===== src/rtl/div_unit.sv =====
// Radix-2 restoring divider for DIV/DIVU in the EX stage.
// Returns {remainder, quotient} after DATA_W iterations.
module div_unit #(
    parameter int DATA_W = 32
) (
    input  logic                  clk,
    input  logic                  rst,
    input  logic                  signed_div_i,
    input  logic [DATA_W-1:0]     opdata1_i,
    input  logic [DATA_W-1:0]     opdata2_i,
    input  logic                  start_i,
    input  logic                  annul_i,
    output logic [2*DATA_W-1:0]   result_o,
    output logic                  ready_o
);

    localparam int CNT_W = $clog2(DATA_W + 1);
    localparam logic [CNT_W-1:0] LAST = CNT_W'(DATA_W);

    typedef enum logic [1:0] {
        FREE,
        BYZERO,
        ON,
        END
    } state_t;

    state_t              state, state_n;
    logic [CNT_W-1:0]    cnt, cnt_n;
    logic [DATA_W-1:0]   rem, rem_n;
    logic [DATA_W-1:0]   dvd, dvd_n;
    logic [DATA_W-1:0]   dvs, dvs_n;
    logic [DATA_W-1:0]   quo, quo_n;
    logic                neg_dvd, neg_dvd_n;
    logic                neg_dvs, neg_dvs_n;
    logic [2*DATA_W-1:0] result_n;
    logic                ready_n;

    logic [DATA_W:0]     shifted;
    logic [DATA_W:0]     diff;
    logic [DATA_W-1:0]   quo_fix;
    logic [DATA_W-1:0]   rem_fix;
    logic                op1_neg;
    logic                op2_neg;

    // Trial subtraction and sign-corrected final values.
    always_comb begin
        shifted = {rem, dvd[DATA_W-1]};
        diff    = shifted - {1'b0, dvs};
        quo_fix = (neg_dvd ^ neg_dvs) ? (~quo + 1'b1) : quo;
        rem_fix = neg_dvd ? (~rem + 1'b1) : rem;
        op1_neg = signed_div_i & opdata1_i[DATA_W-1];
        op2_neg = signed_div_i & opdata2_i[DATA_W-1];
    end

    // Next-state and datapath update for the divider FSM.
    always_comb begin
        state_n   = state;
        cnt_n     = cnt;
        rem_n     = rem;
        dvd_n     = dvd;
        dvs_n     = dvs;
        quo_n     = quo;
        neg_dvd_n = neg_dvd;
        neg_dvs_n = neg_dvs;
        result_n  = result_o;
        ready_n   = ready_o;
        unique case (state)
            FREE: begin
                result_n = '0;
                ready_n  = 1'b0;
                if (start_i && !annul_i) begin
                    if (opdata2_i == '0) begin
                        state_n = BYZERO;
                    end else begin
                        state_n   = ON;
                        cnt_n     = '0;
                        rem_n     = '0;
                        quo_n     = '0;
                        neg_dvd_n = op1_neg;
                        neg_dvs_n = op2_neg;
                        dvd_n     = op1_neg ? (~opdata1_i + 1'b1)
                                            : opdata1_i;
                        dvs_n     = op2_neg ? (~opdata2_i + 1'b1)
                                            : opdata2_i;
                    end
                end
            end
            BYZERO: begin
                result_n = '0;
                if (annul_i) begin
                    state_n = FREE;
                    ready_n = 1'b0;
                end else begin
                    state_n = END;
                    ready_n = 1'b1;
                end
            end
            ON: begin
                if (annul_i) begin
                    state_n  = FREE;
                    cnt_n    = '0;
                    result_n = '0;
                    ready_n  = 1'b0;
                end else if (cnt == LAST) begin
                    state_n  = END;
                    result_n = {rem_fix, quo_fix};
                    ready_n  = 1'b1;
                end else begin
                    dvd_n = {dvd[DATA_W-2:0], 1'b0};
                    cnt_n = cnt + CNT_W'(1);
                    if (!diff[DATA_W]) begin
                        rem_n = diff[DATA_W-1:0];
                        quo_n = {quo[DATA_W-2:0], 1'b1};
                    end else begin
                        rem_n = shifted[DATA_W-1:0];
                        quo_n = {quo[DATA_W-2:0], 1'b0};
                    end
                end
            end
            END: begin
                if (!start_i) begin
                    state_n  = FREE;
                    result_n = '0;
                    ready_n  = 1'b0;
                end
            end
            default: begin
                state_n  = FREE;
                result_n = '0;
                ready_n  = 1'b0;
            end
        endcase
    end

    // State and datapath registers with synchronous reset.
    always_ff @(posedge clk) begin
        if (rst) begin
            state    <= FREE;
            cnt      <= '0;
            rem      <= '0;
            dvd      <= '0;
            dvs      <= '0;
            quo      <= '0;
            neg_dvd  <= 1'b0;
            neg_dvs  <= 1'b0;
            result_o <= '0;
            ready_o  <= 1'b0;
        end else begin
            state    <= state_n;
            cnt      <= cnt_n;
            rem      <= rem_n;
            dvd      <= dvd_n;
            dvs      <= dvs_n;
            quo      <= quo_n;
            neg_dvd  <= neg_dvd_n;
            neg_dvs  <= neg_dvs_n;
            result_o <= result_n;
            ready_o  <= ready_n;
        end
    end

endmodule


===== config.mk =====
export PLATFORM = sky130hd
export DESIGN_NAME = div_unit
export DESIGN_NICKNAME = d
export VERILOG_FILES = /design/src/rtl/div_unit.sv
export SDC_FILE = /design/constraint.sdc
export NUM_CORES = 1
export LEC_CHECK = 0
export BUFFER_PORTS_ARGS = -buffer_cell sky130_fd_sc_hd__buf_2
export CELL_PAD_IN_SITES_DETAIL_PLACEMENT = 0
export CELL_PAD_IN_SITES_GLOBAL_PLACEMENT = 1
export CORE_MARGIN = 2
export CORE_UTILIZATION = 40
export DETAILED_ROUTE_END_ITERATION = 16
export HOLD_SLACK_MARGIN = 0.12
export MAX_ROUTING_LAYER = met4
export PLACE_DENSITY_LB_ADDON = 0.1
export SLEW_MARGIN = 40
export SYNTH_ARGS = -nofsm -noshare
export SYNTH_HDL_FRONTEND = slang
export SYNTH_SLANG_ARGS = --single-unit

===== constraint.sdc =====
create_clock -name clk -period 3.38 [get_ports clk]
set_input_delay 0.169 -clock clk [delete_from_list [all_inputs] [get_ports clk]]
set_output_delay 0.169 -clock clk [all_outputs]
set_load 0.03 [all_outputs]

==> results.tsv, run 1 <==
metric	value	unit
CTS max path bufs	3	
final hold viol count	0	
Worst VDD drop	538	uV
part of the power in registers	33.2	%
Worst Max-Slew Pin Slew	0.798	ns
Achievable Freq	309	MHz
syn_area_per_cell	7.71	um2
I/O pin cnt	134	
placed cell count	2025	
CTS HTree Levels	1	
setup violators final	0	
CTS tree	built	
Final Cycle Share	95.8	%
Yosys reg bits	203	
Clock Latency Late Sink	0.54	ns
Port-buffer cells	133	
die area	31200	um2
Combinational Power Share	34.2	%
dpl ws	0.0508	ns
min setup slack post-route	0.143	ns
most frequent cells in the layout	nand2_1 (206), dfxtp_1 (203), nor2_1 (167), buf_2 (132), a21oi_1 (129)	
DR pass1 iterations	5	
Total GRT Usage	22.2	%
Power Total	0.00810	W
DRC	0	
routability cong.	0.870	
final instance area	14800	um2
Post-Syn Instances	1547	
# rows	63	
final WL	34.4	mm
min cycle time layout	3.24	ns
leakage	5.90	nW
clock share of power	32.7	%
critical path arrival	3.65	ns
startpoint types	register	
Fill cells	2959	
hold_ws	0.148	ns
Final Non-Filler Cells	2138	
pin count of the biggest net entering global routing	85	
Critical Path RT	3.80	ns
via count of the first global-routing pass	10700	
Wirelength per Cell	16.1	um
vias	11300	
DP Wirelength	23.6	mm
share of cells above drive strength 1	15.0	%
initial DRC count	626	
synthesized area	11900	um2
Synth cell types	58	
Syn Nets	1658	
sequential fraction of the synthesis area	34.1	%
diodes inserted	0	
initial antenna violation count	0	
Layout area overhead	24.5	%
CTS root buf	clkbuf_16	
Final Skew	0.00846	ns
fraction of registers with async set or reset after synthesis	0	%
Psw	0.00285	W
Max Fanout on Critical Path	7	
Num CTS Buffers	25	
Die X	177	um
commonest non-fill, non-tap cell in the layout	nand2_1	
die height	177	um
Remaining Overflow, GRT	0	
core area	29500	um2
Setup CP Type	register to register	
Max-slew headroom	46.8	%
switching part of the total power	35.2	%
Initial Util	40.4	%
clock transition at the registers of the reported paths	0.06	ns
P_int	0.00525	W
Antenna Nets Post-Route	0	
reg2reg setup slack	0.14	ns
vias per cell	5.31	
Post-synth EDFFs	0	
maxcap violations	0	
fin. max-slew vios	0	
first-pass GRT wire length	55.6	mm
Power per Cell Area	545	nW/um2
final net count	1844	
Clock Sinks	203	
status	finished, final reports clean	
warnings from Yosys	0	
CP Capture Type	register	
ys flop type	dfxtp_1	
Area after DPL	13200	um2
HP Class	primary input to register	
worst paths after layout:
check | endpoint | cells past startpoint | startpoint
min reg2reg | dvd[21]$_SDFFE_PP0P_ | 2 | dvd[21]$_SDFFE_PP0P_
min | dvd[14]$_SDFFE_PP0P_ | 5 | opdata1_i[14]
max | rem[17]$_SDFFE_PP0P_ | 15 | dvd[31]$_SDFFE_PP0P_
max reg2reg | rem[17]$_SDFFE_PP0P_ | 15 | dvd[31]$_SDFFE_PP0P_
cell usage after synthesis (11+ instances only):
| cell type | instances | area [um2] |
|---|---|---|
| o41ai_1 | 15 | 131 |
| nor3_1 | 18 | 90.1 |
| a21o_1 | 20 | 150 |
| a22oi_1 | 60 | 450 |
| or4_1 | 11 | 82.6 |
| ha_1 | 41 | 513 |
| inv_1 | 55 | 206 |
| a21oi_1 | 129 | 646 |
| nor2_1 | 169 | 634 |
| mux2i_1 | 30 | 300 |
| xnor2_1 | 90 | 788 |
| a211oi_1 | 36 | 270 |
| clkbuf_1 | 85 | 319 |
| xor2_1 | 59 | 517 |
| nand2_1 | 206 | 773 |
| nand3_1 | 46 | 230 |
| nor4_1 | 15 | 93.8 |
| dfxtp_1 | 203 | 4060 |
| o31ai_1 | 24 | 180 |
| o21ai_0 | 109 | 546 |
cells by family (layout without fill, tap and decap cells):
logic type | count (synthesis) | after routing | share of synthesized area (%)
compound gates | 443 | 443 | 23.4
xor+xnor | 149 | 149 | 10.9
fa+ha+maj | 42 | 42 | 4.47
buf+inv | 154 | 355 | 4.95
flops | 203 | 203 | 34.1
mux | 30 | 30 | 2.52
simple gates | 526 | 526 | 19.6
state kept, by name (all words and copies together), names as in the netlist:
register  count
dvd          32
cnt           6
ready_o       1
rem          32
result_o     64
neg_dvs       1
state         2
quo          32
neg_dvd       1
dvs          32
critical path: stages (launching register included):
cell	delay, ns
dfxtp_1	0.33
inv_1	0.06
ha_1	0.22
fa_2	0.37
nor2b_2	0.14
o31ai_1	0.10
a21oi_1	0.25
a41oi_2	0.25
o41ai_2	0.30
buf_4	0.17
a21oi_1	0.09
xnor2_2	0.17
buf_6	0.16
clkbuf_16	0.17
mux2i_1	0.22
o21ai_0	0.10
what timing repair did:
item                                   4_1_cts  5_1_grt
setup endpoints to repair                    0       38
gates resized for setup                      0       16
endpoints found under the hold margin       92        0
setup buffers                                0        2
hold buffers                                66        0
area by class of cell:
cell class                      count  area, um2  area share (%)
Inverter                           55        206            1.39
Sequential cell                   203       4060            27.4
Tap cell                          390        488            3.29
Clock buffer                       38        744            5.02
Clock inverter                      4       60.1           0.405
Multi-Input combinational cell   1190       7390            49.8
Timing Repair Buffer              258       1890            12.7
power groups by stage:
| stage | combinational (W) | clock [W] | sequential [W] |
|---|---|---|---|
| after CTS | 0.00266 | 0.00273 | 0.00268 |
| after detailed placement | 0.00259 | 0 | 0.00274 |
| after global routing | 0.00308 | 0.00282 | 0.00271 |
| after global placement | 0.00258 | 0 | 0.00273 |
| after floorplan | 0.00183 | 0 | 0.00271 |
| final | 0.00277 | 0.00265 | 0.00268 |
metal layers:
metal	global-route usage, %	wire [um]
met5	-	0
met2	35.7	15900
met4	4.72	570
met3	2.92	1360
met1	29.9	16600
per-stage QoR:
step | setup TNS, ns | utilization [%]
3_3_place_gp | 0 | 44.8
2_1_floorplan | 0 | -
6_report | 0 | 50.3
3_5_place_dp | 0 | 44.8
4_1_cts | 0 | 49.8
5_1_grt | -0.285 | 50.3
Power figures use the tool's default switching activity.
==> run 2: changes to the inputs <==
--- a/config.mk
+++ b/config.mk
@@ -7,2 +7,3 @@
 export LEC_CHECK = 0
+export ABC_AREA = 1
 export BUFFER_PORTS_ARGS = -buffer_cell sky130_fd_sc_hd__buf_2
@@ -11,3 +12,3 @@
 export CORE_MARGIN = 2
-export CORE_UTILIZATION = 40
+export CORE_UTILIZATION = 38
 export DETAILED_ROUTE_END_ITERATION = 16
==> constraint.sdc (replaced) <==
create_clock -name clk -period 3.38 [get_ports clk]
set_input_delay 0.338 -clock clk [delete_from_list [all_inputs] [get_ports clk]]
set_output_delay 0.338 -clock clk [all_outputs]
set_load 0.03 [all_outputs]
==> results.tsv, run 2 <==
metric	value	unit	change
core area	36300	um2	was 29,500 um2
vias	14400		was 11,300
DRC	0		unchanged
first-pass GRT wire length	71.1	mm	was 55.6 mm
most frequent cells in the layout	nand2_1 (701), inv_1 (278), a21oi_1 (247), dfxtp_1 (203), nand3_1 (194)		was nand2_1 (206), dfxtp_1 (203), nor2_1 (167), buf_2 (132), a21oi_1 (129)
CTS tree	built		unchanged
Antenna Nets Post-Route	0		unchanged
final net count	2508		was 1,844
Syn Nets	2406		was 1,658
Remaining Overflow, GRT	0		unchanged
Initial Util	38.2	%	was 40.4%
share of cells above drive strength 1	10.1	%	was 15.0%
CTS resizes	0		unchanged
cell with the most instances after synthesis	nand2_1		unchanged
clock transition at the registers of the reported paths	0.06	ns	about the same
Multi-input gate area	8310	um2	was 7390 um2
dominant cells by area after synthesis	dfxtp_1 (29%), nand2_1 (19%), a21oi_1 (8.9%), inv_1 (7.5%), nand3_1 (7.0%)		was dfxtp_1 (34%), xnor2_1 (6.6%), nand2_1 (6.5%), a21oi_1 (5.4%), nor2_1 (5.3%)
final hold viol count	0		unchanged
Total GRT Usage	23.7	%	was 22.2%
Final Skew	0.0321	ns	was 0.00846 ns
pin count of the biggest net entering global routing	99		was 85
diodes inserted	0		unchanged
Max Fanout on Critical Path	33		was 7
syn_area_per_cell	6.06	um2	was 7.71 um2
Clock Sinks	203		unchanged
CTS max path bufs	3		unchanged
Achievable Freq	365	MHz	was 309 MHz
Most flops, register	result_o		unchanged
sequential fraction of the synthesis area	29.2	%	was 34.1%
# rows	70		was 63
post-CTS setup buffer count	0		unchanged
hold_sp	opdata2_i[16]		was opdata1_i[14]
die area	38100	um2	was 31,200 um2
Fill cells	4000		was 2,959
CTS root buf	clkbuf_16		unchanged
CTS HTree Levels	1		unchanged
Power per Cell Area	631	nW/um2	was 545 nW/um2
commonest non-fill, non-tap cell in the layout	nand2_1		unchanged
WHS Endpoint	dvs[16]$_SDFFE_PP0P_		was dvd[14]$_SDFFE_PP0P_
HP Class	primary input to register		unchanged
Post-synth EDFFs	0		unchanged
min setup slack post-route	0.640	ns	was 0.143 ns
via count of the first global-routing pass	13700		was 10,700
status	finished, final reports clean		unchanged
ys flop type	dfxtp_1		unchanged
final setup TNS	0	ns	unchanged
startpoint types	register		unchanged
Worst Max-Slew Pin Slew	0.729	ns	was 0.798 ns
Min-Delay Path Depth	3		was 5
setup violators final	0		unchanged
warnings from Yosys	0		unchanged
Worst R2R End	rem[27]$_SDFFE_PP0P_		was rem[17]$_SDFFE_PP0P_
initial antenna violation count	0		unchanged
RSZ-0062 raised after global routing	no		
Synth cell types	47		was 58
routability cong.	0.903		was 0.870
min cycle time layout	2.74	ns	was 3.24 ns
DR pass1 iterations	7		was 5
leakage	7.61	nW	was 5.90 nW
CP Capture Type	register		unchanged
Wirelength per Cell	15.3	um	was 16.1 um
maxcap violations	0		unchanged
Die X	195	um	was 177 um
Yosys reg bits	203		unchanged
Yosys top cell area share	29.2	%	was 34.1%
number of flip-flops under the largest register name	64		unchanged
Max-slew headroom	51.4	%	was 46.8%
Port-buffer cells	133		unchanged
Worst VDD drop	449	uV	was 538 uV
Setup CP Type	register to register		unchanged
final WL	44.1	mm	was 34.4 mm
die height	195	um	was 177 um
vias per cell	5.00		was 5.31
dpl ws	0.452	ns	was 0.0508 ns
I/O pin cnt	134		unchanged
critical path arrival	3.13	ns	was 3.65 ns
fin. max-slew vios	0		unchanged
leading area contributor after synthesis	dfxtp_1		unchanged
initial DRC count	808		was 626
Num CTS Buffers	25		unchanged
Register Area	4060	um2	unchanged
Final Cycle Share	81.1	%	was 95.8%
most frequent cells after synthesis	nand2_1 (702), inv_1 (279), a21oi_1 (247)		was nand2_1 (206), dfxtp_1 (203), nor2_1 (169)
Critical Path RT	3.77	ns	was 3.80 ns
Worst R2R Start	dvd[31]$_SDFFE_PP0P_		unchanged
fraction of registers with async set or reset after synthesis	0	%	unchanged
Clock Latency Late Sink	0.56	ns	was 0.54 ns
Post-Syn Instances	2295		was 1,547
DP Wirelength	33.4	mm	was 23.6 mm
reg2reg path depth	17		was 15
synthesized area	13900	um2	was 11,900 um2
Layout area overhead	14.2	%	was 24.5%
reg2reg setup slack	0.64	ns	was 0.14 ns
run 2: cell types whose count changed in the layout (fill, tap and decap cells not counted), sizes merged, moves of 20 or more:
| cell | before | now |
|---|---|---|
| mux2i | 30 | 4 |
| xnor2 | 90 | 20 |
| dlygate4sd3 | 66 | 8 |
| a22oi | 61 | 1 |
| nor2 | 169 | 195 |
| nand2 | 206 | 709 |
| a211oi | 36 | 4 |
| a21oi | 129 | 249 |
| o21ai | 113 | 133 |
| o31ai | 26 | 2 |
| nand4 | 6 | 26 |
| inv | 56 | 293 |
| buf | 189 | 153 |
| nand3 | 46 | 195 |
run 2: cell type report:
cell class / instances / share of cell area (%)
Multi-Input combinational cell: 1712 / 52.3
Sequential cell: 203 / 25.6
Inverter: 293 / 6.93
Timing Repair Buffer: 162 / 5.92
Clock buffer: 33 / 4.38
Tap cell: 468 / 3.69
Clock inverter: 12 / 1.13
run 2: per-layer routing:
layer	vias to the layer above	GRT usage [%]	part of all wire, %
li1	7585	-	-
met1	6491	32.3	49
met2	281	38.1	45
met3	52	2.35	4.4
met4	0	5.23	1.7
met5	-	-	0
run 2: cells by family (layout without fill, tap and decap cells):
family / after synthesis / count (layout) / share of synthesized area, %
multiplexers: 4 / 4 / 0.288
adder cells (fa/ha/maj): 42 / 42 / 3.83
buffers and inverters: 380 / 500 / 11.1
flip-flops: 203 / 203 / 29.2
AO/OA/AOI/OAI: 421 / 421 / 16.1
XOR/XNOR: 60 / 60 / 3.78
AND/OR/NAND/NOR: 1185 / 1185 / 35.7
run 2: where the power goes:
| part | internal (W) | switching (W) | total [W] | leakage (nW) |
|---|---|---|---|---|
| clock network | 0.00176 | 0.00112 | 0.00287 | 0.435 |
| registers | 0.00271 | 0.000172 | 0.00288 | 1.65 |
| logic | 0.00123 | 0.00303 | 0.00426 | 5.53 |
| total | 0.00570 | 0.00432 | 0.0100 | 7.61 |
run 2: timing repair:
item,CTS,global route
hold buffers,8,0
endpoints found under the hold margin,8,0
setup endpoints to repair,0,0
run 2: worst max-delay path, stage by stage (launching register included):
cell and delay (ns):
dfxtp_1 0.33, inv_1 0.06, ha_1 0.22, fa_1 0.41, inv_1 0.10, nand2_1 0.05, nand2_1 0.07, nand3_1 0.08
nand2_2 0.12, nand2_1 0.06, nand2_1 0.10, nand2_1 0.09, nand2_1 0.08, nand2_2 0.06, nand2_2 0.48, nand2_1 0.12
nand3_1 0.12, a21oi_1 0.06
run 2: how the worst max path moves through the flow:
stage / slack (ns) / end / startpoint
floorplan: 1.20 / rem[10]$_SDFFE_PP0P_ / dvd[31]$_SDFFE_PP0P_
global placement: 0.46 / quo[0]$_SDFFE_PP0P_ / opdata2_i[0]
detailed placement: 0.45 / quo[30]$_SDFFE_PP0P_ / opdata2_i[0]
CTS: 0.50 / quo[12]$_SDFFE_PP0P_ / opdata2_i[0]
global route: 0.30 / rem[30]$_SDFFE_PP0P_ / dvd[31]$_SDFFE_PP0P_
finish: 0.64 / rem[27]$_SDFFE_PP0P_ / dvd[31]$_SDFFE_PP0P_
run 2: metrics by stage:
| stage | instance area (um2) | power, W | instances | utilization [%] | hold slack [ns] |
|---|---|---|---|---|---|
| floorplan | 13900 | 0.00614 | 2295 | - | 0.430 |
| global placement | 14900 | 0.00714 | 2829 | 41.0 | 0.449 |
| detailed placement | 14900 | 0.00716 | 2829 | 41.0 | 0.452 |
| CTS | 15800 | 0.0101 | 2882 | 43.6 | 0.122 |
| global route | 15900 | 0.0108 | 2883 | 43.7 | 0.171 |
| finish | 15900 | 0.0100 | 2883 | 43.7 | 0.144 |
